[config.mk]
export PLATFORM = sky130hd
export DESIGN_NAME = clock_set_editor_flat
export DESIGN_NICKNAME = d
export VERILOG_FILES = /design/src/rtl/clock_set_editor_if.sv /design/src/rtl/clock_set_editor.sv /design/src/flat_wrapper.sv
export SDC_FILE = /design/constraint.sdc
export NUM_CORES = 1
export LEC_CHECK = 0
export BUFFER_PORTS_ARGS = -buffer_cell sky130_fd_sc_hd__buf_4
export CORE_ASPECT_RATIO = 1.25
export CORE_MARGIN = 2
export CORE_UTILIZATION = 40
export DETAILED_ROUTE_END_ITERATION = 8
export GPL_TIMING_DRIVEN = 0
export PLACE_DENSITY_LB_ADDON = 0.2
export SYNTH_ARGS = -nofsm -noshare
export SYNTH_HDL_FRONTEND = slang
export SYNTH_SLANG_ARGS = --single-unit
[constraint.sdc]
create_clock -name clk -period 3.75 [get_ports clk]
set_input_delay 0.5625 -clock clk [delete_from_list [all_inputs] [get_ports clk]]
set_output_delay 0.5625 -clock clk [all_outputs]
set_load 0.005 [all_outputs]
[src/rtl/clock_set_editor_if.sv]
// Front-panel editor bus: raw keys and live clock values in, edited values and commit strobes out.
// Latency: wiring only, no storage.
// Backpressure: none; load strobes are single-cycle and must be taken when seen.
interface clock_set_editor_if;
    logic        sw_mode;
    logic        tick_1s;
    logic        butt_change;
    logic        butt_increase;
    logic        butt_decrease;
    logic [23:0] cur_time;
    logic [31:0] cur_date;
    logic [23:0] set_time;
    logic [31:0] set_date;
    logic        load_time;
    logic        load_date;
    logic        edit_active;
    logic [7:0]  blink_mask;

    // Panel / clock side
    modport master (
        output sw_mode, tick_1s, butt_change, butt_increase, butt_decrease, cur_time, cur_date,
        input  set_time, set_date, load_time, load_date, edit_active, blink_mask
    );

    // Editor side
    modport slave (
        input  sw_mode, tick_1s, butt_change, butt_increase, butt_decrease, cur_time, cur_date,
        output set_time, set_date, load_time, load_date, edit_active, blink_mask
    );
endinterface

[src/rtl/clock_set_editor.sv]
// Front-panel time/date editor: debounced keys drive a field FSM over a BCD shadow, committed by a load strobe.
// Latency: key press event DEBOUNCE_CYCLES+3 cycles after raw edge; edit lands one cycle after the event.
// Backpressure: none; commit is a single-cycle strobe. Optional idle abort via macro EDIT_TIMEOUT_EN.
module clock_set_editor #(
    parameter int unsigned DEBOUNCE_CYCLES = 1_000_000,
    parameter int unsigned BLINK_HALF      = 12_500_000,
    parameter int unsigned TIMEOUT_S       = 10
) (
    input  logic              clk,
    input  logic              rst_n,
    clock_set_editor_if.slave bus
);
    localparam int DBW = $clog2(DEBOUNCE_CYCLES + 1);
    localparam int BKW = $clog2(BLINK_HALF + 1);

    typedef enum logic [2:0] {S_IDLE, S_F0, S_F1, S_F2, S_COMMIT} state_t;

    // ---------------- BCD helpers ----------------
    // Two-digit BCD step with wrap between lo and hi (out-of-range values wrap too)
    function automatic logic [7:0] bcd2_step(input logic [7:0] v, input logic up,
                                             input logic [7:0] lo, input logic [7:0] hi);
        logic [7:0] r;
        if (up) begin
            if (v >= hi)              r = lo;
            else if (v[3:0] == 4'd9)  r = {v[7:4] + 4'd1, 4'd0};
            else                      r = v + 8'd1;
        end else begin
            if (v <= lo)              r = hi;
            else if (v[3:0] == 4'd0)  r = {v[7:4] - 4'd1, 4'd9};
            else                      r = v - 8'd1;
        end
        return r;
    endfunction

    // Four-digit BCD step; the digit carry chain wraps 9999<->0000 naturally
    function automatic logic [15:0] bcd4_step(input logic [15:0] v, input logic up);
        logic [15:0] r;
        logic        carry;
        r     = v;
        carry = 1'b1;
        for (int i = 0; i < 4; i++) begin
            if (carry) begin
                if (up) begin
                    if (r[4*i +: 4] >= 4'd9) r[4*i +: 4] = 4'd0;
                    else begin
                        r[4*i +: 4] = r[4*i +: 4] + 4'd1;
                        carry       = 1'b0;
                    end
                end else begin
                    if (r[4*i +: 4] == 4'd0) r[4*i +: 4] = 4'd9;
                    else begin
                        r[4*i +: 4] = r[4*i +: 4] - 4'd1;
                        carry       = 1'b0;
                    end
                end
            end
        end
        return r;
    endfunction

    // Two BCD digits divisible by 4: (10t+o) mod 4 == (2*t[0] + o) mod 4
    function automatic logic bcd_div4(input logic [3:0] t, input logic [3:0] o);
        logic [1:0] s;
        s = {t[0], 1'b0} + o[1:0];
        return (s == 2'd0);
    endfunction

    function automatic logic [7:0] days_in_month(input logic [7:0] mo, input logic [15:0] yr);
        logic leap;
        logic [7:0] r;
        leap = bcd_div4(yr[7:4], yr[3:0]) && ((yr[7:0] != 8'h00) || bcd_div4(yr[15:12], yr[11:8]));
        case (mo)
            8'h02:                      r = leap ? 8'h29 : 8'h28;
            8'h04, 8'h06, 8'h09, 8'h11: r = 8'h30;
            default:                    r = 8'h31;
        endcase
        return r;
    endfunction

    // ---------------- key conditioning ----------------
    logic [2:0]     w_raw;
    logic [2:0]     r_sync1, r_sync2, r_deb, r_deb_q, r_press;
    logic [DBW-1:0] r_db_cnt [3];
    logic           w_chg, w_inc, w_dec, w_any_key;

    assign w_raw = {bus.butt_decrease, bus.butt_increase, bus.butt_change};

    // Synchronise raw keys, accept a new level after DEBOUNCE_CYCLES stable samples, pulse on release->press
    always_ff @(posedge clk or negedge rst_n) begin
        if (!rst_n) begin
            r_sync1 <= '1;
            r_sync2 <= '1;
            r_deb   <= '1;
            r_deb_q <= '1;
            r_press <= '0;
            for (int k = 0; k < 3; k++) r_db_cnt[k] <= '0;
        end else begin
            r_sync1 <= w_raw;
            r_sync2 <= r_sync1;
            r_deb_q <= r_deb;
            r_press <= r_deb_q & ~r_deb;
            for (int k = 0; k < 3; k++) begin
                if (r_sync2[k] == r_deb[k]) begin
                    r_db_cnt[k] <= '0;
                end else if (r_db_cnt[k] == DBW'(DEBOUNCE_CYCLES - 1)) begin
                    r_deb[k]    <= r_sync2[k];
                    r_db_cnt[k] <= '0;
                end else begin
                    r_db_cnt[k] <= r_db_cnt[k] + DBW'(1);
                end
            end
        end
    end

    // inc and dec together cancel each other
    assign w_chg     = r_press[0];
    assign w_inc     = r_press[1] & ~r_press[2];
    assign w_dec     = r_press[2] & ~r_press[1];
    assign w_any_key = |r_press;

    // ---------------- FSM and shadow ----------------
    state_t      r_state, w_next_state;
    logic [23:0] r_time;
    logic [31:0] r_date;
    logic        r_mode;
    logic        r_blink_ph;
    logic [BKW-1:0] r_blink_cnt;
    logic        w_capture, w_field_entry, w_step_up, w_step_dn, w_clamp;
    logic        w_load_time, w_load_date;
    logic [7:0]  w_field_mask, w_blink_mask;
    logic [7:0]  w_dim;
    logic        w_timeout;

    assign w_dim = days_in_month(r_date[23:16], r_date[15:0]);

`ifdef EDIT_TIMEOUT_EN
    localparam int TOW = $clog2(TIMEOUT_S + 1);
    logic [TOW-1:0] r_to_cnt;
    logic           w_in_field;

    assign w_in_field = (r_state == S_F0) || (r_state == S_F1) || (r_state == S_F2);
    assign w_timeout  = w_in_field && bus.tick_1s && !w_any_key && (r_to_cnt == TOW'(TIMEOUT_S - 1));

    // Count idle seconds while a field is open; any key event restarts the count
    always_ff @(posedge clk or negedge rst_n) begin
        if (!rst_n)                       r_to_cnt <= '0;
        else if (!w_in_field || w_any_key) r_to_cnt <= '0;
        else if (bus.tick_1s)             r_to_cnt <= r_to_cnt + TOW'(1);
    end
`else
    logic w_unused_tick;
    assign w_timeout     = 1'b0;
    assign w_unused_tick = bus.tick_1s ^ (TIMEOUT_S == 0);
`endif

    // State register
    always_ff @(posedge clk or negedge rst_n) begin
        if (!rst_n) r_state <= S_IDLE;
        else        r_state <= w_next_state;
    end

    // Next state, datapath controls, commit strobes and blink mask
    always_comb begin
        w_next_state  = r_state;
        w_capture     = 1'b0;
        w_field_entry = 1'b0;
        w_step_up     = 1'b0;
        w_step_dn     = 1'b0;
        w_clamp       = 1'b0;
        w_load_time   = 1'b0;
        w_load_date   = 1'b0;
        w_field_mask  = 8'h00;
        case (r_state)
            S_IDLE: begin
                if (w_chg) begin
                    w_next_state  = S_F0;
                    w_capture     = 1'b1;
                    w_field_entry = 1'b1;
                end
            end
            S_F0, S_F1, S_F2: begin
                if (r_state == S_F0)      w_field_mask = 8'hC0;
                else if (r_state == S_F1) w_field_mask = 8'h30;
                else                      w_field_mask = r_mode ? 8'h0F : 8'h0C;
                // A mode flip or idle timeout abandons the edit without committing
                if ((bus.sw_mode != r_mode) || w_timeout) begin
                    w_next_state = S_IDLE;
                end else if (w_chg) begin
                    w_field_entry = 1'b1;
                    if (r_state == S_F0)      w_next_state = S_F1;
                    else if (r_state == S_F1) w_next_state = S_F2;
                    else begin
                        w_next_state = S_COMMIT;
                        w_clamp      = 1'b1;
                    end
                end else begin
                    w_step_up = w_inc;
                    w_step_dn = w_dec;
                end
            end
            S_COMMIT: begin
                w_load_time  = ~r_mode;
                w_load_date  = r_mode;
                w_next_state = S_IDLE;
            end
            default: w_next_state = S_IDLE;
        endcase
        w_blink_mask = r_blink_ph ? w_field_mask : 8'h00;
    end

    // Shadow copy: capture on entry, clamp the day on commit, otherwise step the open field
    always_ff @(posedge clk or negedge rst_n) begin
        if (!rst_n) begin
            r_time <= 24'h000000;
            r_date <= 32'h0101_2024;
            r_mode <= 1'b0;
        end else if (w_capture) begin
            r_time <= bus.cur_time;
            r_date <= bus.cur_date;
            r_mode <= bus.sw_mode;
        end else if (w_clamp) begin
            if (r_mode && (r_date[31:24] > w_dim)) r_date[31:24] <= w_dim;
        end else if (w_step_up || w_step_dn) begin
            case (r_state)
                S_F0: if (r_mode) r_date[31:24] <= bcd2_step(r_date[31:24], w_step_up, 8'h01, 8'h31);
                      else        r_time[23:16] <= bcd2_step(r_time[23:16], w_step_up, 8'h00, 8'h23);
                S_F1: if (r_mode) r_date[23:16] <= bcd2_step(r_date[23:16], w_step_up, 8'h01, 8'h12);
                      else        r_time[15:8]  <= bcd2_step(r_time[15:8],  w_step_up, 8'h00, 8'h59);
                S_F2: if (r_mode) r_date[15:0]  <= bcd4_step(r_date[15:0], w_step_up);
                      else        r_time[7:0]   <= bcd2_step(r_time[7:0],   w_step_up, 8'h00, 8'h59);
                default: ;
            endcase
        end
    end

    // Blink phase generator; restarts on every field entry so the new field is shown first
    always_ff @(posedge clk or negedge rst_n) begin
        if (!rst_n) begin
            r_blink_cnt <= '0;
            r_blink_ph  <= 1'b0;
        end else if (w_field_entry) begin
            r_blink_cnt <= '0;
            r_blink_ph  <= 1'b0;
        end else if (r_blink_cnt == BKW'(BLINK_HALF - 1)) begin
            r_blink_cnt <= '0;
            r_blink_ph  <= ~r_blink_ph;
        end else begin
            r_blink_cnt <= r_blink_cnt + BKW'(1);
        end
    end

    assign bus.set_time    = r_time;
    assign bus.set_date    = r_date;
    assign bus.load_time   = w_load_time;
    assign bus.load_date   = w_load_date;
    assign bus.edit_active = (r_state != S_IDLE);
    assign bus.blink_mask  = w_blink_mask;
endmodule

[src/flat_wrapper.sv]
// flat-port wrapper written by rule: the top's interface ports become plain ports
module clock_set_editor_flat 
#(
    parameter int unsigned DEBOUNCE_CYCLES = 1_000_000,
    parameter int unsigned BLINK_HALF      = 12_500_000,
    parameter int unsigned TIMEOUT_S       = 10
)
  (clk, rst_n, bus_sw_mode, bus_tick_1s, bus_butt_change, bus_butt_increase, bus_butt_decrease, bus_cur_time, bus_cur_date, bus_set_time, bus_set_date, bus_load_time, bus_load_date, bus_edit_active, bus_blink_mask);
  clock_set_editor_if bus_i ();
  input  logic clk;
  input  logic rst_n;
  input wire logic [$bits(bus_i.sw_mode)-1:0] bus_sw_mode;
  input wire logic [$bits(bus_i.tick_1s)-1:0] bus_tick_1s;
  input wire logic [$bits(bus_i.butt_change)-1:0] bus_butt_change;
  input wire logic [$bits(bus_i.butt_increase)-1:0] bus_butt_increase;
  input wire logic [$bits(bus_i.butt_decrease)-1:0] bus_butt_decrease;
  input wire logic [$bits(bus_i.cur_time)-1:0] bus_cur_time;
  input wire logic [$bits(bus_i.cur_date)-1:0] bus_cur_date;
  output wire logic [$bits(bus_i.set_time)-1:0] bus_set_time;
  output wire logic [$bits(bus_i.set_date)-1:0] bus_set_date;
  output wire logic [$bits(bus_i.load_time)-1:0] bus_load_time;
  output wire logic [$bits(bus_i.load_date)-1:0] bus_load_date;
  output wire logic [$bits(bus_i.edit_active)-1:0] bus_edit_active;
  output wire logic [$bits(bus_i.blink_mask)-1:0] bus_blink_mask;
  assign bus_i.sw_mode = bus_sw_mode;
  assign bus_i.tick_1s = bus_tick_1s;
  assign bus_i.butt_change = bus_butt_change;
  assign bus_i.butt_increase = bus_butt_increase;
  assign bus_i.butt_decrease = bus_butt_decrease;
  assign bus_i.cur_time = bus_cur_time;
  assign bus_i.cur_date = bus_cur_date;
  assign bus_set_time = bus_i.set_time;
  assign bus_set_date = bus_i.set_date;
  assign bus_load_time = bus_i.load_time;
  assign bus_load_date = bus_i.load_date;
  assign bus_edit_active = bus_i.edit_active;
  assign bus_blink_mask = bus_i.blink_mask;
  clock_set_editor #(.DEBOUNCE_CYCLES(DEBOUNCE_CYCLES), .BLINK_HALF(BLINK_HALF), .TIMEOUT_S(TIMEOUT_S)) u_core (.clk(clk), .rst_n(rst_n), .bus(bus_i));
endmodule
==> metrics, run 1 <==
num ports 130; die height 185 um; Req. time, crit path 4050 ps; vias in the first global route 9,487; Longest Clk Path Bufs 2; delay-heaviest family, CP simple AND/OR/NAND/NOR gates; Max IR drop VDD 0.295 mV; drt via density 5.62; Yosys top cell area share 34.0%; Post-CTS Setup Bufs 0; mux share of post-synthesis cell area 1.67%; initial antenna violation count 1; dpl hpwl 22.2 mm; GR Util All Layers 22.4%; CTS buffer count 17; largest area contributor in the netlist dfrtp_1; worst-path cell chain inv_1 -> ha_2 -> nor3b_2 -> nand3_2 -> inv_1 -> nand4_1 -> nor4b_4 -> inv_1 -> ha_1 -> nor4b_2 -> o21bai_1 -> a311oi_2 -> o32a_1 -> clkbuf_4 -> a211o_1 -> o21ai_0; CP peak stage delay 480 ps; layout cells sized above 1 18.1%; post-synthesis adder-cell area fraction 4.29%; most frequent CP cell inv_1; total grt overflow 0; Core Region 25,900 um^2; CP max stage cell dfrtp_1; share of the yosys chip area belonging to registers 38.3%; Period Utilization, post-route 92.4%; post-synthesis cell area 10,500 um^2; Top Usage Layer GRT met2; Final GP Congestion 0.942; Slew Limit Fails 0; syn avg cell area 8.43 um^2; Mapped Cells 1,247; largest net degree at the start of global routing 94; DRC Markers 0; RSZ-0062 raised after global routing false; Final Non-Filler Cells 1,748; fillers 2,577; worst hold-check path type in2async; critical path startpoint category register; fin nets 1,494; internal power 2.89 mW; Antenna Cells 0; Sink Count 160; TritonCTS clock tree done; Switching Share 24.0%; worst-path fanout max 10; Core Rows 66; detailed-router iteration count before antenna repair 5; Final min period 3460 ps; Arrival @ worst endpoint 3770 ps; Pwr per Cell Area 302 nW/um^2; Clk Latency, worst-skew pair 440 ps; vias 9,819; Clock power frac 49.3%; FMAX 0.289 GHz; Layout area overhead 20.0%; Post-synth EDFFs 0; Worst-Margin Slew 937 ps; top_reg_cell synth dfrtp_1; asr flop ratio synth 100%; Post-Synth XOR/XNOR Area 7.81%; DR iter-0 viols 555; CP Class reg2reg; first-pass GRT wire length 49.0 mm; Slew headroom 37.6%; flops & latches, synth 160; sequential share of power 46.3%; met3 Usage GRT 4.46%; Starting Density 40.5%; Pleak 5.43 nW; H-tree depth 4; net switching power 0.911 mW; WL per Instance 17.4 um; CP bufs+invs 4; setup_tns 0 ps; area of the multi-input gates 6010 um^2; PortBufs 128; Final setup viols 0; clk slew on worst S/H paths 80 ps; post-synth net total 1,346; largest family of logic cells by synthesized area simple AND/OR/NAND/NOR gates; CTS Hold Bufs 0; met1 Resource Use GR 26.4%; Post-Synth Simple-Gate Area 25.0%; Synth Area in Compound Gates 17.9%; Clock Skew 14.5 ps; die width 149 um; Reg area 4030 um^2; Worst Setup End Kind register; Comb power frac 4.4%; total wire length 30.4 mm; Final Hold Viols 0; largest cells by area after synthesis dfrtp_1 (34%), nor2_1 (5.7%), nand2_1 (4.6%); Yosys warnings 0; MaxCap Viol Count 0; dpl cells 1,716; Die ar. 27,600 um^2; CTS root buffer clkbuf_16; antenna-violating nets left 0; status completed; met2 usage 39.8%; Yosys cell types 85; Design Power 3.80 mW
-- logic make-up (layout without fill, tap and decap cells) --
| group | after synthesis | in the layout |
|---|---|---|
| XOR/XNOR | 92 | 92 |
| multiplexers | 16 | 16 |
| AO/OA/AOI/OAI | 286 | 286 |
| buffers and inverters | 120 | 281 |
| adder cells (fa/ha/maj) | 36 | 36 |
| flip-flops | 160 | 160 |
| AND/OR/NAND/NOR | 537 | 537 |
-- area by class of cell --
| cell class | count | area share (%) |
|---|---|---|
| Inverter | 45 | 1.34 |
| Multi-Input combinational cell | 967 | 47.7 |
| Clock buffer | 17 | 3.37 |
| Clock inverter | 15 | 1.54 |
| Timing Repair Buffer | 129 | 7.90 |
| Tap cell | 340 | 3.37 |
| Buffer | 75 | 2.84 |
| Sequential cell | 160 | 31.9 |
-- what timing repair did --
item	4_1_cts	5_1_grt
gates cloned	0	0
setup endpoints to repair	8	8
gates resized for setup	2	8
-- power groups by stage --
stage | Combinational, mW | Clock, mW | Sequential, mW
finish | 0.169 | 1.87 | 1.76
global route | 0.189 | 1.99 | 1.76
CTS | 0.173 | 1.92 | 1.76
detailed placement | 0.172 | 0 | 1.79
global placement | 0.167 | 0 | 1.79
floorplan | 0.0567 | 0 | 1.79
-- per-layer routing --
metal / routed length (um) / up-vias
li1: - / 4749
met1: 12200 / 4686
met2: 15300 / 312
met3: 2010 / 70
met4: 883 / 2
met5: 16 / -
-- synth_stat cells, drive strengths merged, types with 20 or more instances --
cell	instances
dfrtp	143
xor2	50
nand2	128
nor3	39
buf	38
o21ai	79
nor2	160
inv	45
nand3	59
clkbuf	37
a21oi	82
or3	20
ha	36
xnor2	42
-- path summary, 6_finish.rpt --
path	start	end	slack [ps]	depth (start not counted)
setup / recovery	u_core.bus.set_date[21]$_DFFE_PN0P_	u_core.bus.set_date[29]$_DFFE_PN0P_	290	16
hold / removal	rst_n	u_core.bus.set_time[2]$_DFFE_PN0P_	90	1
setup reg to reg	u_core.bus.set_date[21]$_DFFE_PN0P_	u_core.bus.set_date[29]$_DFFE_PN0P_	290	16
hold reg to reg	u_core.r_sync1[2]$_DFF_PN1_	u_core.r_sync2[2]$_DFF_PN1_	360	0
max in group asynchronous	rst_n	u_core.r_deb[2]$_DFFE_PN1P_	2780	2
min in group clk	bus_butt_change	u_core.r_sync1[0]$_DFF_PN1_	240	1
-- through the flow --
| step | util [%] | hold WS [ps] | setup WS [ps] | cell area (um^2) |
|---|---|---|---|---|
| floorplan | - | 267 | 690 | 10500 |
| global placement | 45.9 | 346 | -75.1 | 11900 |
| detailed placement | 46.0 | 347 | -143 | 11900 |
| CTS | 48.4 | 100 | 27.1 | 12600 |
| global route | 48.6 | 122 | 32.1 | 12600 |
| finish | 48.6 | 86.1 | 285 | 12600 |
-- sequential cells by signal (all words and copies together), names as in the netlist --
name and cells:
u_core.bus.set_date 32, u_core.bus.set_time 24, u_core.r_blink_cnt 24, u_core.r_blink_ph 1
u_core.r_db_cnt 60, u_core.r_deb 3, u_core.r_deb_q 3, u_core.r_mode 1
u_core.r_press 3, u_core.r_state 3, u_core.r_sync1 3, u_core.r_sync2 3
-- cell usage in the layout (no fill, tap or decap), types with 8 or more instances in the layout --
master | Yosys | routed
ha_1 | 36 | 35
mux2_2 | 8 | 8
buf_2 | 26 | 25
dfrtp_1 | 143 | 143
a221oi_1 | 8 | 8
nor3_1 | 38 | 38
a211oi_1 | 13 | 13
or3_1 | 20 | 20
o22ai_1 | 10 | 10
o21ai_1 | 12 | 12
nand3_1 | 59 | 58
xor2_1 | 49 | 49
dfstp_2 | 17 | 17
inv_1 | 45 | 45
nor2_1 | 160 | 160
a31oi_1 | 8 | 8
nor2b_1 | 13 | 13
nand4_1 | 19 | 19
clkbuf_1 | 37 | 37
o31ai_1 | 14 | 14
buf_4 | 7 | 134
clkbuf_16 | 0 | 17
nand2_1 | 128 | 128
o211ai_1 | 17 | 17
nor4b_1 | 12 | 10
nor4_1 | 17 | 17
a21oi_1 | 80 | 80
o21ai_0 | 67 | 67
xnor2_1 | 41 | 41
nand2b_1 | 13 | 13
and3_1 | 18 | 18
No activity file was read; power rests on OpenSTA's default activity.
==> inputs of run 2 (changes only) <==
PLACE_DENSITY = 0.7   (was default)
PLACE_DENSITY_LB_ADDON = default   (was 0.2)
==> metrics, run 2 (synthesis gave the netlist of run 1 again) <==
status completed; PortBufs 128 (unchanged); detailed-router iteration count before antenna repair 6 (+1); most frequent CP cell inv_1; Final Hold Viols 0 (unchanged); total grt overflow 0 (unchanged); Post-CTS Setup Bufs 0 (unchanged); first-pass GRT wire length 48.6 mm (-0.87%); CP bufs+invs 3 (-1); Longest Clk Path Bufs 2 (unchanged); Slew Limit Fails 0 (unchanged); FMAX 0.282 GHz (-2.2%); sequential share of power 47.1% (+0.8 points); die width 149 um (unchanged); net switching power 0.953 mW (+4.6%); final core occ 48.5% (-0.092 points); RSZ-0062 raised after global routing false; vias 9,926 (+1.1%); Worst-Margin Slew 951 ps (+14.4 ps); antenna-violating nets left 0 (unchanged); dpl hpwl 21.7 mm (-2.2%); fin nets 1,494 (unchanged); Final min period 3540 ps (+77.2 ps); WL per Instance 17.1 um (-1.7%); Pwr per Cell Area 297 nW/um^2 (-1.5%); worst-path fanout max 9 (-1); setup_tns 0 ps (unchanged); commonest non-fill, non-tap cell in the layout nor2_1; Switching Share 25.5% (+1.5 points); fillers 2,551 (-1.0%); CP peak stage delay 520 ps (+40 ps); drt via density 5.68 (+1.0%); Worst Setup End Kind register; Max IR drop VDD 0.286 mV (-3.1%); Die ar. 27,600 um^2 (unchanged); Final setup viols 0 (unchanged); internal power 2.78 mW (-3.7%); largest reg by FF count u_core.r_db_cnt; Pleak 5.42 nW (-0.20%); Slew headroom 36.6% (-0.96 points); H-tree depth 4 (unchanged); total wire length 29.9 mm (-1.6%); die height 185 um (unchanged); commonest non-fill, non-tap cells in the layout nor2_1 (160), dfrtp_1 (143), buf_4 (134); CP Class reg2reg; layout cells sized above 1 18.0% (-0.071 points); Clock power frac 48.4% (-0.9 points); largest net degree at the start of global routing 117 (+24%); critical path startpoint category register; clk slew on worst S/H paths 80 ps (about the same); GR Util All Layers 22.0% (-0.39 points); Arrival @ worst endpoint 3910 ps (+140 ps); Req. time, crit path 4120 ps (+70 ps); Clock Skew 13.2 ps (-1.32 ps); Core Region 25,900 um^2 (unchanged); Layout area overhead 19.7%; Sink Count 160 (unchanged); Comb power frac 4.5% (about the same); worst hold-check path type in2async; Period Utilization, post-route 94.5% (+2.1 points); max reg flops 60 (unchanged); Core Rows 66 (unchanged); Final GP Congestion 0.909 (-3.5%); worst-path cell chain inv_1 -> ha_2 -> nor3b_2 -> nand3_1 -> inv_1 -> nand4_1 -> nor4b_2 -> inv_1 -> ha_1 -> nor4b_2 -> o21bai_1 -> a311oi_2 -> o32a_1 -> a2111oi_2 -> a221o_1; CTS buffer count 17 (unchanged); Clk Latency, worst-skew pair 440 ps (about the same); initial antenna violation count 1 (unchanged); delay-heaviest family, CP compound AO/OA/AOI/OAI gates; vias in the first global route 9,585 (+1.0%); DR iter-0 viols 642 (+16%); DRC Markers 0 (unchanged); TritonCTS clock tree done; MaxCap Viol Count 0 (unchanged); CTS root buffer clkbuf_16; num ports 130 (unchanged); Starting Density 40.5% (unchanged); CP max stage cell dfrtp_1
[run 2: cell types whose count changed in the layout (fill, tap and decap cells not counted), sizes merged]
cell	before	now
bufinv	3	1
diode	0	1
clkinvlp	1	0
clkinv	3	7
clkbuf	55	54
inv	53	52
buf	166	167
[run 2: area by class of cell]
| type | count | area [um^2] | area share (%) |
|---|---|---|---|
| clock inverter | 15 | 191 | 1.52 |
| tap | 340 | 425 | 3.38 |
| multi-input combinational | 967 | 5990 | 47.6 |
| timing repair buffer | 129 | 996 | 7.91 |
| sequential | 160 | 4030 | 32.0 |
| clock buffer | 17 | 425 | 3.38 |
| buffer | 75 | 355 | 2.82 |
| inverter | 45 | 169 | 1.34 |
| antenna | 1 | 2.50 | 0.0199 |
[run 2: per-layer routing]
layer | GRT usage (%) | wire (um) | vias to the layer above
met5 | 0 | 0 | -
met4 | 8.30 | 885 | 0
met3 | 3.72 | 2250 | 77
met2 | 38.6 | 14700 | 381
met1 | 26.9 | 12100 | 4726
li1 | - | - | 4742
[run 2: what timing repair did]
item	CTS	global route
resized for setup	2	4
gates cloned	0	0
hold buffers	0	0
pin swaps	0	0
setup endpoints to repair	4	7
[run 2: worst paths after layout]
check / from / end / slack, ps / cells after the start
min in group clk: bus_butt_decrease / u_core.r_sync1[2]$_DFF_PN1_ / 230 / 1
setup / recovery: u_core.bus.set_date[21]$_DFFE_PN0P_ / u_core.bus.set_date[28]$_DFFE_PN0P_ / 210 / 15
hold reg to reg: u_core.r_sync1[0]$_DFF_PN1_ / u_core.r_sync2[0]$_DFF_PN1_ / 360 / 0
setup reg to reg: u_core.bus.set_date[21]$_DFFE_PN0P_ / u_core.bus.set_date[28]$_DFFE_PN0P_ / 210 / 15
hold / removal: rst_n / u_core.bus.set_time[3]$_DFFE_PN0P_ / 9 / 1
max in group asynchronous: rst_n / u_core.r_blink_cnt[11]$_DFF_PN0_ / 2830 / 2
[run 2: worst reg2reg max path, stage by stage (launching register included)]
cell and delay, ps:
dfrtp_1 520, inv_1 160, ha_2 240, nor3b_2 180, nand3_1 190, inv_1 120, nand4_1 120, nor4b_2 350
inv_1 90, ha_1 190, nor4b_2 150, o21bai_1 170, a311oi_2 130, o32a_1 220, a2111oi_2 490, a221o_1 180
[run 2: power by group through the flow]
stage / clock, mW / sequential, mW / combinational (mW)
after floorplan: 0 / 1.79 / 0.0567
after global placement: 0 / 1.79 / 0.165
after detailed placement: 0 / 1.79 / 0.171
after CTS: 1.84 / 1.76 / 0.172
after global routing: 1.91 / 1.76 / 0.189
final: 1.81 / 1.76 / 0.168
[run 2: through the flow]
stage	area [um^2]	std cells	setup slack [ps]	hold WS, ps	total power [mW]
after global placement	11900	1715	-36.1	347	1.96
after CTS	12600	1748	95.1	21.9	3.77
after floorplan	10500	1247	690	267	1.85
final	12600	1749	208	9.04	3.74
after global routing	12600	1748	17.6	32.6	3.86
after detailed placement	11900	1716	-21.2	347	1.96
